**config.mk**
```make
export PLATFORM = sky130hd
export DESIGN_NAME = axis_realign_sched_flat
export DESIGN_NICKNAME = d
export VERILOG_FILES = /design/src/rtl/axis_realign_sched_if.sv /design/src/rtl/axis_realign_sched.sv /design/src/flat_wrapper.sv
export SDC_FILE = /design/constraint.sdc
export NUM_CORES = 1
export LEC_CHECK = 0
export CORE_ASPECT_RATIO = 2
export CORE_MARGIN = 2
export CORE_UTILIZATION = 25
export CTS_CLUSTER_SIZE = 30
export DETAILED_ROUTE_END_ITERATION = 8
export HOLD_SLACK_MARGIN = 0.1
export PLACE_DENSITY = 0.55
export SLEW_MARGIN = 5
export SYNTH_ARGS = -nofsm -noshare
export SYNTH_HDL_FRONTEND = slang
export SYNTH_SLANG_ARGS = --single-unit
export TNS_END_PERCENT = 30
```
**constraint.sdc**
```tcl
create_clock -name aclk -period 5.1 [get_ports aclk]
set_input_delay 1.02 -clock aclk [delete_from_list [all_inputs] [get_ports aclk]]
set_output_delay 1.02 -clock aclk [all_outputs]
set_load 0.05 [all_outputs]
```
**src/rtl/axis_realign_sched_if.sv**
```systemverilog
// axis_realign_sched_if: command, source-stream, realigner and status signals of the scheduler.
interface axis_realign_sched_if #(parameter int LEN_WIDTH = 16);
    logic [1:0]             req_cmd_valid;
    logic [1:0]             req_cmd_ready;
    logic [3:0]             req_cmd_src_off;
    logic [3:0]             req_cmd_dst_off;
    logic [2*LEN_WIDTH-1:0] req_cmd_len;
    logic [63:0]            req_tdata;
    logic [1:0]             req_tvalid;
    logic [1:0]             req_tready;
    logic                   ra_init;
    logic [1:0]             ra_offset;
    logic [31:0]            ra_tdata;
    logic [3:0]             ra_tkeep;
    logic                   ra_tlast;
    logic                   ra_tvalid;
    logic                   ra_tready;
    logic                   ra_m_tvalid;
    logic                   ra_m_tready;
    logic                   ra_m_tlast;
    logic [1:0]             done;
    logic [1:0]             grant;
    modport master (
        input  req_cmd_valid, req_cmd_src_off, req_cmd_dst_off, req_cmd_len, req_tdata, req_tvalid,
               ra_tready, ra_m_tvalid, ra_m_tready, ra_m_tlast,
        output req_cmd_ready, req_tready, ra_init, ra_offset, ra_tdata, ra_tkeep, ra_tlast, ra_tvalid,
               done, grant
    );
    modport slave (
        output req_cmd_valid, req_cmd_src_off, req_cmd_dst_off, req_cmd_len, req_tdata, req_tvalid,
               ra_tready, ra_m_tvalid, ra_m_tready, ra_m_tlast,
        input  req_cmd_ready, req_tready, ra_init, ra_offset, ra_tdata, ra_tkeep, ra_tlast, ra_tvalid,
               done, grant
    );
endinterface

```
**src/rtl/axis_realign_sched.sv**
```systemverilog
// axis_realign_sched: round-robin sharing of one axis_realign datapath between two requesters,
// generating per-beat tkeep/tlast from source offset and byte length.
module axis_realign_sched #(parameter int LEN_WIDTH = 16) (
    input logic                  aclk,
    input logic                  aresetn,
    axis_realign_sched_if.master io_bus
);
    typedef enum logic [1:0] {IDLE, INIT, XFER, DRAIN} state_t;
    state_t               r_state, w_next;
    logic                 r_last, r_sel, r_first, r_flag;
    logic [1:0]           r_src_off, r_dst_off, r_offset, r_grant, r_done;
    logic [LEN_WIDTH-1:0] r_rem, w_len;
    logic                 w_pick, w_arb, w_beat, w_m_last, w_fin;
    logic [1:0]           w_onehot, w_p;
    logic [2:0]           w_avail, w_n;
    assign w_pick   = io_bus.req_cmd_valid[~r_last] ? ~r_last : r_last;
    assign w_onehot = w_pick ? 2'b10 : 2'b01;
    assign w_arb    = r_state == IDLE && r_done == 2'b00 && |io_bus.req_cmd_valid;
    assign w_len    = w_pick ? io_bus.req_cmd_len[2*LEN_WIDTH-1:LEN_WIDTH] : io_bus.req_cmd_len[LEN_WIDTH-1:0];
    assign w_beat   = io_bus.ra_tvalid && io_bus.ra_tready;
    assign w_m_last = io_bus.ra_m_tvalid && io_bus.ra_m_tready && io_bus.ra_m_tlast;
    assign w_fin    = r_flag && (r_state == DRAIN || (w_beat && io_bus.ra_tlast));
    // Only the first beat starts mid-word; n is clamped by the bytes still owed.
    assign w_p      = r_first ? r_src_off : 2'd0;
    assign w_avail  = 3'd4 - {1'b0, w_p};
    assign w_n      = r_rem < LEN_WIDTH'(w_avail) ? r_rem[2:0] : w_avail;
    assign io_bus.req_cmd_ready = w_arb ? w_onehot : 2'b00;
    assign io_bus.req_tready    = r_state == XFER ? r_grant & {2{io_bus.ra_tready}} : 2'b00;
    assign io_bus.ra_tvalid     = r_state == XFER && io_bus.req_tvalid[r_sel];
    assign io_bus.ra_tdata      = r_sel ? io_bus.req_tdata[63:32] : io_bus.req_tdata[31:0];
    assign io_bus.ra_tkeep      = r_state == XFER ? (4'hf << (3'd4 - w_n)) >> w_p : 4'h0;
    assign io_bus.ra_tlast      = r_state == XFER && r_rem == LEN_WIDTH'(w_n);
    assign io_bus.ra_init       = r_state == INIT;
    assign io_bus.ra_offset     = r_state == INIT ? r_dst_off : r_offset;
    assign io_bus.done          = r_done;
    assign io_bus.grant         = r_grant;
    always_ff @(posedge aclk or negedge aresetn) begin
        if (!aresetn) r_state <= IDLE;
        else          r_state <= w_next;
    end
    always_comb begin
        w_next = r_state;
        case (r_state)
            IDLE:    w_next = w_arb && w_len != '0 ? INIT : IDLE;
            INIT:    w_next = XFER;
            XFER:    w_next = w_beat && io_bus.ra_tlast ? (r_flag ? IDLE : DRAIN) : XFER;
            default: w_next = r_flag ? IDLE : DRAIN;
        endcase
    end
    always_ff @(posedge aclk or negedge aresetn) begin
        if (!aresetn) begin
            r_last    <= 1'b1;
            r_sel     <= 1'b0;
            r_first   <= 1'b0;
            r_flag    <= 1'b0;
            r_src_off <= 2'd0;
            r_dst_off <= 2'd0;
            r_offset  <= 2'd0;
            r_grant   <= 2'b00;
            r_done    <= 2'b00;
            r_rem     <= '0;
        end else begin
            r_done <= 2'b00;
            if (w_arb) begin
                r_sel     <= w_pick;
                r_last    <= w_pick;
                r_first   <= 1'b1;
                r_flag    <= 1'b0;
                r_rem     <= w_len;
                r_src_off <= w_pick ? io_bus.req_cmd_src_off[3:2] : io_bus.req_cmd_src_off[1:0];
                r_dst_off <= w_pick ? io_bus.req_cmd_dst_off[3:2] : io_bus.req_cmd_dst_off[1:0];
                r_grant   <= w_len != '0 ? w_onehot : 2'b00;
                r_done    <= w_len == '0 ? w_onehot : 2'b00;
            end
            if (r_state == INIT) r_offset <= r_dst_off;
            if (w_beat) begin
                r_rem   <= r_rem - LEN_WIDTH'(w_n);
                r_first <= 1'b0;
            end
            if ((r_state == XFER || r_state == DRAIN) && w_m_last) r_flag <= 1'b1;
            if (w_fin) begin
                r_done  <= r_grant;
                r_grant <= 2'b00;
            end
        end
    end
endmodule

```
**src/flat_wrapper.sv**
```systemverilog
// flat-port wrapper written by rule: the top's interface ports become plain ports
module axis_realign_sched_flat 
#(parameter int LEN_WIDTH = 16)
  (aclk, aresetn, io_bus_req_cmd_valid, io_bus_req_cmd_src_off, io_bus_req_cmd_dst_off, io_bus_req_cmd_len, io_bus_req_tdata, io_bus_req_tvalid, io_bus_ra_tready, io_bus_ra_m_tvalid, io_bus_ra_m_tready, io_bus_ra_m_tlast, io_bus_req_cmd_ready, io_bus_req_tready, io_bus_ra_init, io_bus_ra_offset, io_bus_ra_tdata, io_bus_ra_tkeep, io_bus_ra_tlast, io_bus_ra_tvalid, io_bus_done, io_bus_grant);
  axis_realign_sched_if #(.LEN_WIDTH(LEN_WIDTH)) io_bus_i ();
  input logic aclk;
  input logic aresetn;
  input wire logic [$bits(io_bus_i.req_cmd_valid)-1:0] io_bus_req_cmd_valid;
  input wire logic [$bits(io_bus_i.req_cmd_src_off)-1:0] io_bus_req_cmd_src_off;
  input wire logic [$bits(io_bus_i.req_cmd_dst_off)-1:0] io_bus_req_cmd_dst_off;
  input wire logic [$bits(io_bus_i.req_cmd_len)-1:0] io_bus_req_cmd_len;
  input wire logic [$bits(io_bus_i.req_tdata)-1:0] io_bus_req_tdata;
  input wire logic [$bits(io_bus_i.req_tvalid)-1:0] io_bus_req_tvalid;
  input wire logic [$bits(io_bus_i.ra_tready)-1:0] io_bus_ra_tready;
  input wire logic [$bits(io_bus_i.ra_m_tvalid)-1:0] io_bus_ra_m_tvalid;
  input wire logic [$bits(io_bus_i.ra_m_tready)-1:0] io_bus_ra_m_tready;
  input wire logic [$bits(io_bus_i.ra_m_tlast)-1:0] io_bus_ra_m_tlast;
  output wire logic [$bits(io_bus_i.req_cmd_ready)-1:0] io_bus_req_cmd_ready;
  output wire logic [$bits(io_bus_i.req_tready)-1:0] io_bus_req_tready;
  output wire logic [$bits(io_bus_i.ra_init)-1:0] io_bus_ra_init;
  output wire logic [$bits(io_bus_i.ra_offset)-1:0] io_bus_ra_offset;
  output wire logic [$bits(io_bus_i.ra_tdata)-1:0] io_bus_ra_tdata;
  output wire logic [$bits(io_bus_i.ra_tkeep)-1:0] io_bus_ra_tkeep;
  output wire logic [$bits(io_bus_i.ra_tlast)-1:0] io_bus_ra_tlast;
  output wire logic [$bits(io_bus_i.ra_tvalid)-1:0] io_bus_ra_tvalid;
  output wire logic [$bits(io_bus_i.done)-1:0] io_bus_done;
  output wire logic [$bits(io_bus_i.grant)-1:0] io_bus_grant;
  assign io_bus_i.req_cmd_valid = io_bus_req_cmd_valid;
  assign io_bus_i.req_cmd_src_off = io_bus_req_cmd_src_off;
  assign io_bus_i.req_cmd_dst_off = io_bus_req_cmd_dst_off;
  assign io_bus_i.req_cmd_len = io_bus_req_cmd_len;
  assign io_bus_i.req_tdata = io_bus_req_tdata;
  assign io_bus_i.req_tvalid = io_bus_req_tvalid;
  assign io_bus_i.ra_tready = io_bus_ra_tready;
  assign io_bus_i.ra_m_tvalid = io_bus_ra_m_tvalid;
  assign io_bus_i.ra_m_tready = io_bus_ra_m_tready;
  assign io_bus_i.ra_m_tlast = io_bus_ra_m_tlast;
  assign io_bus_req_cmd_ready = io_bus_i.req_cmd_ready;
  assign io_bus_req_tready = io_bus_i.req_tready;
  assign io_bus_ra_init = io_bus_i.ra_init;
  assign io_bus_ra_offset = io_bus_i.ra_offset;
  assign io_bus_ra_tdata = io_bus_i.ra_tdata;
  assign io_bus_ra_tkeep = io_bus_i.ra_tkeep;
  assign io_bus_ra_tlast = io_bus_i.ra_tlast;
  assign io_bus_ra_tvalid = io_bus_i.ra_tvalid;
  assign io_bus_done = io_bus_i.done;
  assign io_bus_grant = io_bus_i.grant;
  axis_realign_sched #(.LEN_WIDTH(LEN_WIDTH)) u_core (.aclk(aclk), .aresetn(aresetn), .io_bus(io_bus_i));
endmodule
```
==> out/results.txt <==
The analysis attributes to cell leakage a power of 1.82 nW. The H-tree depth came out at 2. The final global-route overflow total is 0, and the actual transition at the worst max-transition pin is 622 ps.

The most used flip-flop cell after synthesis is sky130_fd_sc_hd__dfrtp_1. Counting along the longest clock path gives a buffer depth of 2. The number of buffers inserted for hold repair after clock tree synthesis is 0. Counting the buffers created by CTS gives 5. After clock tree synthesis, the repair step resized 0 gates. Data arrives at the worst endpoint at 3760 ps. The post-route cell area is 4600 sq um, and the layout overhead on the synthesized area is 71.1%. In this run the cell area measured after placement is 4440 sq um. The share of flip-flops with an asynchronous set or reset is 1.00. Max-cap violations in this run came to 0.

Sorting the synthesized cells by area gives the leading types as sky130_fd_sc_hd__dfrtp_1 29%, sky130_fd_sc_hd__mux2_2 14%, sky130_fd_sc_hd__nand2_1 7.7%, sky130_fd_sc_hd__nor4_1 3.5%, sky130_fd_sc_hd__mux2i_1 3.3%. The final standard cell count with taps included and fillers excluded was 607; the number of cells produced by synthesis was 308. In this run, synthesis inferred 0 flip-flops with an integrated enable. The placement row count was 53. The peak supply drop was 346 uV; the area of the multi-input gates was 1790 sq um.

The most common cell in the netlist was sky130_fd_sc_hd__nand2_1. The first TritonRoute pass finished after 4 iterations. The number of I/O port buffers came out at 162. In this run, distinct cell masters in the synthesized netlist total 61. Sorting the synthesized cells by how often they occur yields 55 x sky130_fd_sc_hd__nand2_1, 34 x sky130_fd_sc_hd__mux2_2, 31 x sky130_fd_sc_hd__dfrtp_1. The logs give 2.40 ps for the final worst clock skew and 163 for the number of top-level pins. For the post-route antenna net violation count, the log shows 0.

The tools report the TritonCTS sink count as 32. The mean routed wirelength per cell is 17.3 um, and the initial antenna violation count is 0. Number of warning messages in the yosys log: 0. The run finished with clean final reports. The element type at the critical path start was a register.

The final weighted congestion of routability-driven global placement is 0.798, and the fraction of layout instances using a drive strength above 1 is 0.134. The number of antenna diodes in the final layout is 0. After the first detailed-routing iteration, the DRC count stood at 76. The tools report the worst slew margin relative to its limit as 0.585. The top-area cell type share of the netlist area came out at 0.288. The biggest fanout along the worst timing path is 8, and the required time of the critical path is 4080 ps. The global-route wire length before repair is 16200 um, and the maximum number of pins on one net before global-route repair is 34. The tools report the fmax as 209 MHz.

The core region is 10500 sq um. Max-slew violation count: 0. In the routed design, unresolved DRC markers number 0.

Setup violations remaining at the end of the flow were counted as 0. Total area of sequential cells: 802 sq um. The critical path in this run is classified as register to primary output.

For the final hold violation count, the log shows 0. Cell taking the most area after synthesis: sky130_fd_sc_hd__dfrtp_1. The min-delay analysis places its worst path in the category register to register. The post-synthesis average cell area is 8.74 sq um, and the count of state elements after synthesis is 32.

The final clock period utilization by the worst path is 0.937, and the via count of the first global-routing pass is 3227. Number of cells after detailed placement: 599. Subtracting the final worst setup slack from the clock period gives 4780 ps. The die is 77.4 um wide. Buffers added to address setup during post-CTS repair amount to 0.

For the total routing usage reported by global routing, the log shows 0.180. The via count of the routed design was 3091; the total power was 2.80 mW. The tools report the insertion delay to the later sink of the worst-skew pair as 280 ps. Clock-pin slew was measured on the worst setup and hold paths at 50 ps. The power per cell area came out at 609 nW/um^2. TritonCTS built the clock tree. The tools report the initial core utilization as 0.257. Post-layout net count: 590.

In this run the clock root is driven by a sky130_fd_sc_hd__clkbuf_16. STA classifies the critical path endpoint as a primary output. Setup repair after global routing left no endpoint under its margin. In the routed layout, each cell is associated on average with a via count of 5.09. For the final-layout fill cell count, the log shows 1101. Counting every net in the synthesized netlist gives 429. The floorplan step set the die height to 151 um. Wires add up to 10500 um.

The die covers 11700 sq um. The proportion of synthesized chip area in sequential cells is 0.298. The wire-length estimate of the detail-placed layout is 8660 um.

For the post-synthesis instance area, the log shows 2690 sq um.
==> flip-flops by register name, indices dropped and copies added, names as in the netlist <==
signal and cells:
u_core.r_rem 16, u_core.io_bus.done 2, u_core.io_bus.grant 2, u_core.r_dst_off 2
u_core.r_offset 2, u_core.r_src_off 2, u_core.r_state 2, u_core.r_first 1
u_core.r_flag 1, u_core.r_last 1, u_core.r_sel 1
==> metrics by stage <==
stage | utilization | setup TNS [ps] | setup slack, ps | hold slack (ps)
after global placement | 0.424 | 0 | 515 | 462
final | 0.439 | 0 | 323 | 475
after global routing | 0.439 | 0 | 52.2 | 496
after CTS | 0.438 | 0 | 137 | 479
after detailed placement | 0.424 | 0 | 443 | 467
after floorplan | - | -53.4 | -53.4 | 444
==> kinds of logic (layout without fill, tap and decap cells) <==
family	after synthesis	count (layout)	share of synthesized area
buffers and inverters	19	181	0.0437
XOR/XNOR	4	4	0.0130
multiplexers	43	43	0.176
flip-flops	32	32	0.298
AO/OA/AOI/OAI	68	68	0.187
AND/OR/NAND/NOR	135	135	0.250
adder cells (fa/ha/maj)	7	7	0.0325
==> per-layer routing <==
layer  track usage  share of wire  vias to the layer above
li1              -              -                     1494
met1         0.176           0.36                     1425
met2         0.352           0.55                      145
met3        0.0396          0.061                       27
met4        0.0804          0.031                        0
met5             0              0                        -
==> critical path, cell delays in order, from the launching register on <==
cell                       delay (ps)
sky130_fd_sc_hd__dfrtp_1          470
sky130_fd_sc_hd__nand2_1          220
sky130_fd_sc_hd__ha_1             290
sky130_fd_sc_hd__inv_1             60
sky130_fd_sc_hd__ha_1             210
sky130_fd_sc_hd__a21o_1           160
sky130_fd_sc_hd__a211oi_1         310
sky130_fd_sc_hd__nor3_2           150
sky130_fd_sc_hd__nor2_4           210
sky130_fd_sc_hd__o21ai_0          180
sky130_fd_sc_hd__ha_1             330
sky130_fd_sc_hd__a21oi_1           50
sky130_fd_sc_hd__or4_1            510
sky130_fd_sc_hd__o41ai_1          120
sky130_fd_sc_hd__buf_12           210
==> layout by cell type, fill, tap and decap left out, types with 4 or more instances in the layout <==
master	instances
sky130_fd_sc_hd__clkdlybuf4s50_1	158
sky130_fd_sc_hd__nand2_1	55
sky130_fd_sc_hd__mux2_2	34
sky130_fd_sc_hd__dfrtp_1	31
sky130_fd_sc_hd__nor2_1	21
sky130_fd_sc_hd__nor4_1	15
sky130_fd_sc_hd__a21oi_1	14
sky130_fd_sc_hd__buf_4	10
sky130_fd_sc_hd__mux2i_1	9
sky130_fd_sc_hd__nor3_1	9
sky130_fd_sc_hd__o311ai_0	8
sky130_fd_sc_hd__ha_1	7
sky130_fd_sc_hd__o21ai_0	6
sky130_fd_sc_hd__or4_1	5
sky130_fd_sc_hd__clkbuf_16	5
sky130_fd_sc_hd__inv_1	4
sky130_fd_sc_hd__a21o_1	4
sky130_fd_sc_hd__nand4_1	4
sky130_fd_sc_hd__a31oi_1	4
==> power breakdown <==
part           internal [mW]  total, mW  leakage [nW]  switching [mW]
combinational          0.787       1.99          1.35            1.21
sequential             0.374      0.514         0.390           0.140
clock                  0.192      0.296        0.0766           0.105
==> worst paths after layout <==
| check | slack (ps) | to | from | cells after the start |
|---|---|---|---|---|
| max in group asynchronous | 3610 | u_core.r_last | aresetn | 2 |
| max reg2reg | 1030 | u_core.r_rem[13] | u_core.r_src_off[1] | 15 |
| min reg2reg | 470 | u_core.r_sel | u_core.r_sel | 1 |
| min in group asynchronous | 1150 | u_core.r_rem[1] | aresetn | 2 |
| max | 320 | io_bus_ra_tkeep[1] | u_core.r_src_off[1] | 14 |
| min | 470 | u_core.r_sel | u_core.r_sel | 1 |
==> cell type report <==
class / count / share of cell area
Clock inverter: 2 / 0.00217
Tap cell: 137 / 0.0372
Multi-Input combinational cell: 257 / 0.389
Sequential cell: 32 / 0.174
Clock buffer: 6 / 0.0302
Inverter: 4 / 0.00326
Timing Repair Buffer: 169 / 0.364
(Power assumes the default switching activity.)
